## src/rtl/hs_multi_seeker_aligner_if.sv

```systemverilog
// Gearbox-to-aligner bundle: buffer window in, sync status and chosen offset out.
// The master side drives the gearbox data; the slave side is the aligner.
interface hs_multi_seeker_aligner_if #(
    parameter int BUF_W = 194,
    parameter int CNT_W = 6,
    parameter int POS_W = 7,
    parameter int WIN_W = 1
);
    logic [BUF_W-1:0] gbox_buffer;
    logic [CNT_W-1:0] gbox_cnt;
    logic             buffer_dv;
    logic             is_synced;
    logic [POS_W-1:0] offset_pos;
    logic [WIN_W-1:0] winner_idx;
    logic             lock_lost;

    modport master (
        output gbox_buffer, gbox_cnt, buffer_dv,
        input  is_synced, offset_pos, winner_idx, lock_lost
    );

    modport slave (
        input  gbox_buffer, gbox_cnt, buffer_dv,
        output is_synced, offset_pos, winner_idx, lock_lost
    );
endinterface

```

## src/rtl/hs_multi_seeker_aligner.sv

```systemverilog
// 64b/66b sync-header aligner: parallel seekers hunt interleaved offsets, sticky arbiter picks one.
// Seekers step on buffer_dv edges; outputs follow one clock later. No backpressure: buffer_dv qualifies input.
module hs_multi_seeker_aligner #(
    parameter int BUF_W      = 194,
    parameter int CNT_W      = 6,
    parameter int POS_W      = 7,
    parameter int N_SEEKERS  = 2,
    parameter int MAX_POS    = 65,
    parameter int LOCK_CNT   = 16,
    parameter int ERR_THRESH = 4,
    parameter int WIN_W      = (N_SEEKERS > 1) ? $clog2(N_SEEKERS) : 1
) (
    input  logic                          clk_i,
    input  logic                          rst_i,
    hs_multi_seeker_aligner_if.slave      bus
);
    localparam int VC_W  = $clog2(LOCK_CNT + 1);
    localparam int EC_W  = $clog2(ERR_THRESH + 1);
    localparam int SEL_N = 1 << WIN_W;

    typedef enum logic [1:0] {S_HUNT, S_VERIFY, S_LOCKED} seek_state_t;

    seek_state_t      st_q   [N_SEEKERS];
    seek_state_t      st_d   [N_SEEKERS];
    logic [POS_W-1:0] pos_q  [N_SEEKERS];
    logic [POS_W-1:0] pos_d  [N_SEEKERS];
    logic [VC_W-1:0]  vcnt_q [N_SEEKERS];
    logic [VC_W-1:0]  vcnt_d [N_SEEKERS];
    logic [EC_W-1:0]  ecnt_q [N_SEEKERS];
    logic [EC_W-1:0]  ecnt_d [N_SEEKERS];
    logic             hdr_ok [N_SEEKERS];
    logic [POS_W-1:0] adv_pos[N_SEEKERS];

    logic             is_synced_q, lock_lost_q, any_lock;
    logic [POS_W-1:0] offset_q, off_d;
    logic [WIN_W-1:0] win_q, win_d;
    logic [SEL_N-1:0] locked_vec;

    // Header check and the next candidate offset (wraps back to the seeker's own index).
    always_comb begin : hdr_chk
        logic [POS_W:0] hb;
        logic [POS_W:0] psum;
        hb   = '0;
        psum = '0;
        for (int k = 0; k < N_SEEKERS; k++) begin
            hb         = (POS_W+1)'(bus.gbox_cnt) + {1'b0, pos_q[k]};
            hdr_ok[k]  = bus.gbox_buffer[hb + 1'b1] ^ bus.gbox_buffer[hb];
            psum       = {1'b0, pos_q[k]} + (POS_W+1)'(N_SEEKERS);
            adv_pos[k] = (psum > (POS_W+1)'(MAX_POS)) ? POS_W'(k) : psum[POS_W-1:0];
        end
    end

    always_comb begin : seek_next
        for (int k = 0; k < N_SEEKERS; k++) begin
            st_d[k]   = st_q[k];
            pos_d[k]  = pos_q[k];
            vcnt_d[k] = vcnt_q[k];
            ecnt_d[k] = ecnt_q[k];
            if (bus.buffer_dv && (k <= MAX_POS)) begin
                case (st_q[k])
                    S_HUNT: begin
                        if (hdr_ok[k]) begin
                            vcnt_d[k] = VC_W'(1);
                            ecnt_d[k] = '0;
                            st_d[k]   = (LOCK_CNT == 1) ? S_LOCKED : S_VERIFY;
                        end else begin
                            pos_d[k] = adv_pos[k];
                        end
                    end
                    S_VERIFY: begin
                        if (!hdr_ok[k]) begin
                            st_d[k]   = S_HUNT;
                            vcnt_d[k] = '0;
                            pos_d[k]  = adv_pos[k];
                        end else if (vcnt_q[k] >= VC_W'(LOCK_CNT - 1)) begin
                            st_d[k]   = S_LOCKED;
                            vcnt_d[k] = VC_W'(LOCK_CNT);
                            ecnt_d[k] = '0;
                        end else begin
                            vcnt_d[k] = vcnt_q[k] + 1'b1;
                        end
                    end
                    S_LOCKED: begin
                        if (hdr_ok[k]) begin
                            ecnt_d[k] = '0;
                        end else if (ecnt_q[k] >= EC_W'(ERR_THRESH - 1)) begin
                            st_d[k]   = S_HUNT;
                            ecnt_d[k] = '0;
                            vcnt_d[k] = '0;
                            pos_d[k]  = adv_pos[k];
                        end else begin
                            ecnt_d[k] = ecnt_q[k] + 1'b1;
                        end
                    end
                    default: st_d[k] = S_HUNT;
                endcase
            end
        end
    end

    // Sticky arbitration: a still-locked winner keeps the grant, else lowest locked index.
    always_comb begin : arb
        locked_vec = '0;
        for (int k = 0; k < N_SEEKERS; k++) begin
            locked_vec[k] = (st_q[k] == S_LOCKED);
        end
        any_lock = |locked_vec;
        win_d    = win_q;
        if (!(is_synced_q && locked_vec[win_q])) begin
            for (int k = N_SEEKERS - 1; k >= 0; k--) begin
                if (locked_vec[k]) win_d = WIN_W'(k);
            end
        end
        off_d = offset_q;
        for (int k = 0; k < N_SEEKERS; k++) begin
            if (WIN_W'(k) == win_d) off_d = pos_q[k];
        end
    end

    always_ff @(posedge clk_i) begin
        if (rst_i) begin
            for (int k = 0; k < N_SEEKERS; k++) begin
                st_q[k]   <= S_HUNT;
                pos_q[k]  <= POS_W'(k);
                vcnt_q[k] <= '0;
                ecnt_q[k] <= '0;
            end
            is_synced_q <= 1'b0;
            lock_lost_q <= 1'b0;
            offset_q    <= '0;
            win_q       <= '0;
        end else begin
            for (int k = 0; k < N_SEEKERS; k++) begin
                st_q[k]   <= st_d[k];
                pos_q[k]  <= pos_d[k];
                vcnt_q[k] <= vcnt_d[k];
                ecnt_q[k] <= ecnt_d[k];
            end
            is_synced_q <= any_lock;
            lock_lost_q <= is_synced_q & ~any_lock;
            if (any_lock) begin
                win_q    <= win_d;
                offset_q <= off_d;
            end
        end
    end

    assign bus.is_synced  = is_synced_q;
    assign bus.offset_pos = offset_q;
    assign bus.winner_idx = win_q;
    assign bus.lock_lost  = lock_lost_q;
endmodule
```

## src/flat_wrapper.sv

```systemverilog
// flat-port wrapper written by rule: the top's interface ports become plain ports
module hs_multi_seeker_aligner_flat 
#(
    parameter int BUF_W      = 194,
    parameter int CNT_W      = 6,
    parameter int POS_W      = 7,
    parameter int N_SEEKERS  = 2,
    parameter int MAX_POS    = 65,
    parameter int LOCK_CNT   = 16,
    parameter int ERR_THRESH = 4,
    parameter int WIN_W      = (N_SEEKERS > 1) ? $clog2(N_SEEKERS) : 1
)
  (clk_i, rst_i, bus_gbox_buffer, bus_gbox_cnt, bus_buffer_dv, bus_is_synced, bus_offset_pos, bus_winner_idx, bus_lock_lost);
  hs_multi_seeker_aligner_if #(.BUF_W(BUF_W), .CNT_W(CNT_W), .POS_W(POS_W), .WIN_W(WIN_W)) bus_i ();
  input  logic clk_i;
  input  logic rst_i;
  input wire logic [$bits(bus_i.gbox_buffer)-1:0] bus_gbox_buffer;
  input wire logic [$bits(bus_i.gbox_cnt)-1:0] bus_gbox_cnt;
  input wire logic [$bits(bus_i.buffer_dv)-1:0] bus_buffer_dv;
  output wire logic [$bits(bus_i.is_synced)-1:0] bus_is_synced;
  output wire logic [$bits(bus_i.offset_pos)-1:0] bus_offset_pos;
  output wire logic [$bits(bus_i.winner_idx)-1:0] bus_winner_idx;
  output wire logic [$bits(bus_i.lock_lost)-1:0] bus_lock_lost;
  assign bus_i.gbox_buffer = bus_gbox_buffer;
  assign bus_i.gbox_cnt = bus_gbox_cnt;
  assign bus_i.buffer_dv = bus_buffer_dv;
  assign bus_is_synced = bus_i.is_synced;
  assign bus_offset_pos = bus_i.offset_pos;
  assign bus_winner_idx = bus_i.winner_idx;
  assign bus_lock_lost = bus_i.lock_lost;
  hs_multi_seeker_aligner #(.BUF_W(BUF_W), .CNT_W(CNT_W), .POS_W(POS_W), .N_SEEKERS(N_SEEKERS), .MAX_POS(MAX_POS), .LOCK_CNT(LOCK_CNT), .ERR_THRESH(ERR_THRESH), .WIN_W(WIN_W)) u_core (.clk_i(clk_i), .rst_i(rst_i), .bus(bus_i));
endmodule
```

## config.mk

```make
export PLATFORM = sky130hd
export DESIGN_NAME = hs_multi_seeker_aligner_flat
export DESIGN_NICKNAME = d
export VERILOG_FILES = /design/src/rtl/hs_multi_seeker_aligner_if.sv /design/src/rtl/hs_multi_seeker_aligner.sv /design/src/flat_wrapper.sv
export SDC_FILE = /design/constraint.sdc
export NUM_CORES = 1
export LEC_CHECK = 0
export BUFFER_PORTS_ARGS = -buffer_cell sky130_fd_sc_hd__buf_2
export CAP_MARGIN = 20
export CORE_UTILIZATION = 62
export CTS_BUF_LIST = sky130_fd_sc_hd__clkbuf_8 sky130_fd_sc_hd__clkbuf_16
export DETAILED_ROUTE_END_ITERATION = 10
export PLACE_DENSITY_LB_ADDON = 0.1
export SLEW_MARGIN = 10
export SYNTH_ARGS = -nofsm -noshare
export SYNTH_HDL_FRONTEND = slang
export SYNTH_SLANG_ARGS = --single-unit
```

## constraint.sdc

```tcl
create_clock -name clk_i -period 6.5 [get_ports clk_i]
set_clock_uncertainty 0.15 [all_clocks]
set_input_delay 0.65 -clock clk_i [delete_from_list [all_inputs] [get_ports clk_i]]
set_output_delay 0.65 -clock clk_i [all_outputs]
set_load 0.01 [all_outputs]
```

# Yosys cells after proc, flatten, opt, wreduce, memory -nomap -nowiden
# Memories as Yosys holds them, arrays and structs flattened.
# Index checks and enable logic that the tools add are counted.
[word_totals] memories=4 latch_bits=0 mem_bits_rw=34 ff_bits=10 inputBits=203 word_cells=130 output_inout_bits=10 rom_bits=0
[op_classes] n_eq_ne=4 multipliers=0 addsub=10 n_shift=0 n_mux=79 bitwise=12 magnitude_cmp=11 n_reduce_logical=6 div=0
[memory_table] memory="u_core.pos_q" depth=2 width=7 rd=2 rd_ports_with_merged_regs=0 wr=2 line="hs_multi_seeker_aligner.sv:25" text="logic [POS_W-1:0] pos_q [N_SEEKERS];"
[memory_table] memory="u_core.vcnt_q" depth=2 width=5 rd=2 rd_ports_with_merged_regs=0 wr=2 line="hs_multi_seeker_aligner.sv:27" text="logic [VC_W-1:0] vcnt_q [N_SEEKERS];"
[memory_table] memory="u_core.ecnt_q" depth=2 width=3 rd=2 rd_ports_with_merged_regs=0 wr=2 line="hs_multi_seeker_aligner.sv:29" text="logic [EC_W-1:0] ecnt_q [N_SEEKERS];"
[memory_table] memory="u_core.st_q" depth=2 width=2 rd=2 rd_ports_with_merged_regs=0 wr=2 line="hs_multi_seeker_aligner.sv:23" text="seek_state_t st_q [N_SEEKERS];"
[op_table] operator="$mux 7" n=13
[op_table] operator="$mux 5" n=14
[op_table] operator="$mux 3" n=14
[op_table] operator="$lt 8x9->1 const B" n=4
[op_table] operator="$bmux 1 s8" n=4
[op_table] operator="$pmux 5 s3" n=2
[op_table] operator="$mux 2" n=14
[op_table] operator="$pmux 7 s2" n=2
[op_table] operator="$pmux 3 s3" n=2
[op_table] operator="$add 6x7->8" n=2
[op_table] operator="$add 7x2->8 const B" n=2
[op_table] operator="$add 8x1->8 const B" n=2
[op_table] operator="$gt 8x7->1 const B" n=2
[op_table] operator="$mux 1" n=12
[op_table] operator="$pmux 2 s3" n=2
[op_table] operator="$add 5x1->5 const B" n=2
[op_table] operator="$ge 5x4->1 const B" n=2
[op_table] operator="$or 1x1->1" n=8
[op_table] operator="$add 3x1->3 const B" n=2
[op_table] operator="$ge 3x2->1 const B" n=2
[op_table] operator="$reduce_or 2->1" n=3
[op_table] operator="$eq 2x1->1 const B" n=2
[op_table] operator="$eq 2x2->1 const B" n=2
[op_table] operator="$logic_not 2->1" n=2
[op_table] operator="5 further kinds" n=6

# Logic depth before layout (Yosys ltp)
[depth] word_depth=9 ltp_mapped=20 depth_no_buf=15

# Worst setup path before layout
# OpenSTA, ideal clock, no wires.
[synth_timing] path_type="input port to flip-flop" start="input bus_gbox_cnt[1]" end="memory u_core.pos_q[0][3]" arrival_ps=4405 setup_slack_ps=1828 cell_stages=16 n_path_buf=3 setup_time_ps=117 cell_sequence="ha_1 inv_1 fa_1 xnor2_1 buf_2 buf_2 buf_2 mux4_2 o2111ai_1 o211ai_1 o22a_1 mux2_2 mux2_2 o21ai_4 o21ai_0 a32o_1"
[synth_lines] item="start: declaration" line="flat_wrapper.sv:18" text="input wire logic [$bits(bus_i.gbox_cnt)-1:0] bus_gbox_cnt;"
[synth_lines] item="end: declaration" line="hs_multi_seeker_aligner.sv:25"

==> metrics.cfg <==
[synth]
synth_area_sq_mm = 0.00993
synth-edff-count = 0
netlist.area_leader.share_pct = 36.5
synth_top_cell_by_area = mux4_2
synthCells = 981
synth_ff_type = dfxtp_1
ys_async_sr_fraction_pct = 0
syn_avg_cell_area_sq_um = 10.1
synth_area_leaders = mux4_2 37%, mux2i_1 10%, dfxtp_1 8.3%
synth_seq_area_share_pct = 8.27
ys_ff_latch = 41
syn-num-nets = 1216
ys_types = 88
yosys_warnings = 0

[placement]
port_buffers = 212
gp_congestion = 1.00
post_dp_cell_area_sq_mm = 0.0111
dp_hpwl_mm = 24.6

[floorplanning]
die_y_microns = 129
start_util_pct = 64.3
num_rows = 45
core-area_sq_mm = 0.0154
die_w_microns = 129
ios = 213
die-area_sq_mm = 0.0165

[route]
first_iter_violations = 1186
drc = 0
wl_per_cell_microns = 23.6
ant_nets = 0
viasPerCell = 7.35
drtPass1Iterations = 6
routed_wl_mm = 32.1
vias = 9963

[clock_network]
cts_root_buffer = clkbuf_16
cts_setup_buffers = 0
numClockSinks = 41
cts_tree = yes
clock_latency_ns = 0.29
h-tree-depth = 2
cts_resized = 0
cts_buffer_depth = 2
cts_hold_buffers = 0
numCtsBuffers = 5
clk_pin_slew_worst_paths_ns = 0.06

[global_routing]
grt_pass1_vias = 9340
antenna_found_initial = 0
busiest_layer = met2
grt_overflow = 0
grt_pass1_wl_mm = 49.9
met3_usage_pct = 9.81
grt_use_total_pct = 39.0
met2_usage_pct = 62.3
grt_max_degree = 139
gr-usage-met1_pct = 52.2

[critical_path]
path_class = flip-flop to flip-flop
cp-start-kind = flip-flop
rrSetupSlack_ns = 1.00
crit_fanout = 13
crit_chain = ha_1, inv_1, fa_1, buf_4, nand3b_1, xnor2_2, mux4_2, and3_1, a31o_1, o2bb2ai_1, xor2_1, or2_0, a2111oi_2, nand2_1, o22ai_1
critPathArrivalTime_ns = 5.57
cp.required_ns = 6.57
end_kind = flip-flop
crit_slowest_cell = fa_1
max_stage_delay_ns = 0.73

[worst_hold_path]
hold_class = flip-flop to flip-flop

[layout]
design_area_sq_mm = 0.0112
areaGrowthSynthToFinish_pct = 13.1
final_common_cell = buf_2
final_cell_mix = 211 x buf_2, 161 x mux4_2, 103 x mux2i_1
antenna-diode-count = 0
drive_gt1_share_pct = 39.4
fin_nets = 1379

[sta]
finalHoldViolations = 0
maxSlewHeadroom_pct = 34.4
fmax_mhz = 182
setup_viol = 0
slew_violations = 0
rsz0062_at_grt = no
finalCritPeriodShare_pct = 84.6
worst_slew_pin_slew_ns = 0.984
finalSetupTns_ns = 0
fin_crit_ns = 5.50

[power_and_ir_drop]
leakagePower_nw = 4.48
irDropWorstVdd_mv = 0.197
p_per_area_mw_per_mm2 = 340

[status]
status = finished clean

[run]
maxCapViolations = 0

[final cells by class]
class                   count  area, sq um
clock inverters             3         46.3
fillers                  1188         4200
flip-flops and latches     41          821
multi-input cells         834         8590
well taps                 211          264
clock buffers               5          125
inverters                  28          110
repair buffers            234         1270
[cell usage after synthesis, types with 6 or more instances]
cell and instances:
o211ai_1 12, xnor2_1 11, mux2_2 25, nor3b_1 6
nor4_1 6, buf_6 12, and3_1 10, nand4_1 12
mux2i_1 103, o21a_1 8, buf_2 20, a21oi_1 31
nand3_1 32, ha_1 30, a221oi_1 21, mux4_2 161
clkbuf_1 28, nor3_1 18, buf_1 7, a22oi_1 18
o21ai_0 53, a211oi_1 10, dfxtp_1 41, nor2_1 59
nand2_1 73, buf_4 11, a31oi_1 12, inv_1 25
or3_1 7, nor2b_1 13
[registers in the layout, summed over array words and instances (netlist names)]
signal	cells
u_core.st_q	4
u_core.vcnt_q	10
u_core.ecnt_q	6
u_core.bus.is_synced	1
u_core.bus.offset_pos	7
u_core.pos_q	12
u_core.bus.lock_lost	1
[power breakdown]
group          internal [mW]  switching (mW)
clock                  0.182           0.111
combinational           1.44            1.77
sequential             0.276          0.0384
[critical path: cells and delay by family (launching register included)]
family,cells,cell delay [ns]
flops,1,0.45
buf+inv,2,0.36
xor+xnor,2,0.84
compound gates,4,1.09
simple gates,4,0.97
fa+ha+maj,2,0.97
mux,1,0.59
[kinds of logic (layout without fill, tap and decap cells)]
| group | after synthesis | count (layout) | share of synthesized area (%) |
|---|---|---|---|
| simple gates | 255 | 255 | 12.5 |
| compound gates | 233 | 233 | 16.7 |
| buf+inv | 106 | 270 | 5.63 |
| xor+xnor | 20 | 20 | 2.38 |
| fa+ha+maj | 32 | 32 | 4.18 |
| flops | 41 | 41 | 8.27 |
| mux | 294 | 294 | 50.4 |
[worst paths after layout]
check        cells past startpoint                     start                  endpoint
max                             15        u_core.pos_q[0][1]       u_core.vcnt_q[0][3]
min                              2  u_core.bus.offset_pos[6]  u_core.bus.offset_pos[6]
max reg2reg                     15        u_core.pos_q[0][1]       u_core.vcnt_q[0][3]
min reg2reg                      2  u_core.bus.offset_pos[6]  u_core.bus.offset_pos[6]
[metal layers]
layer / up-vias / wire length, microns
met5: - / 0
met4: 0 / 1040
met3: 105 / 4110
met2: 703 / 14800
met1: 4786 / 12100
li1: 4369 / -
[through the flow]
step                      std cells  hold WS (ns)  power [mW]  setup WS, ns  util (%)
after floorplan                 981         0.302        2.63          1.83         -
after global placement         1348         0.287        3.39         0.926      71.7
after detailed placement       1348         0.300        3.43         0.740      71.7
after CTS                      1356         0.319        3.73          1.06      72.8
after global routing           1356         0.351        4.02         0.655      72.8
final                          1356         0.317        3.82          1.00      72.8
Power figures use the tool's default switching activity.
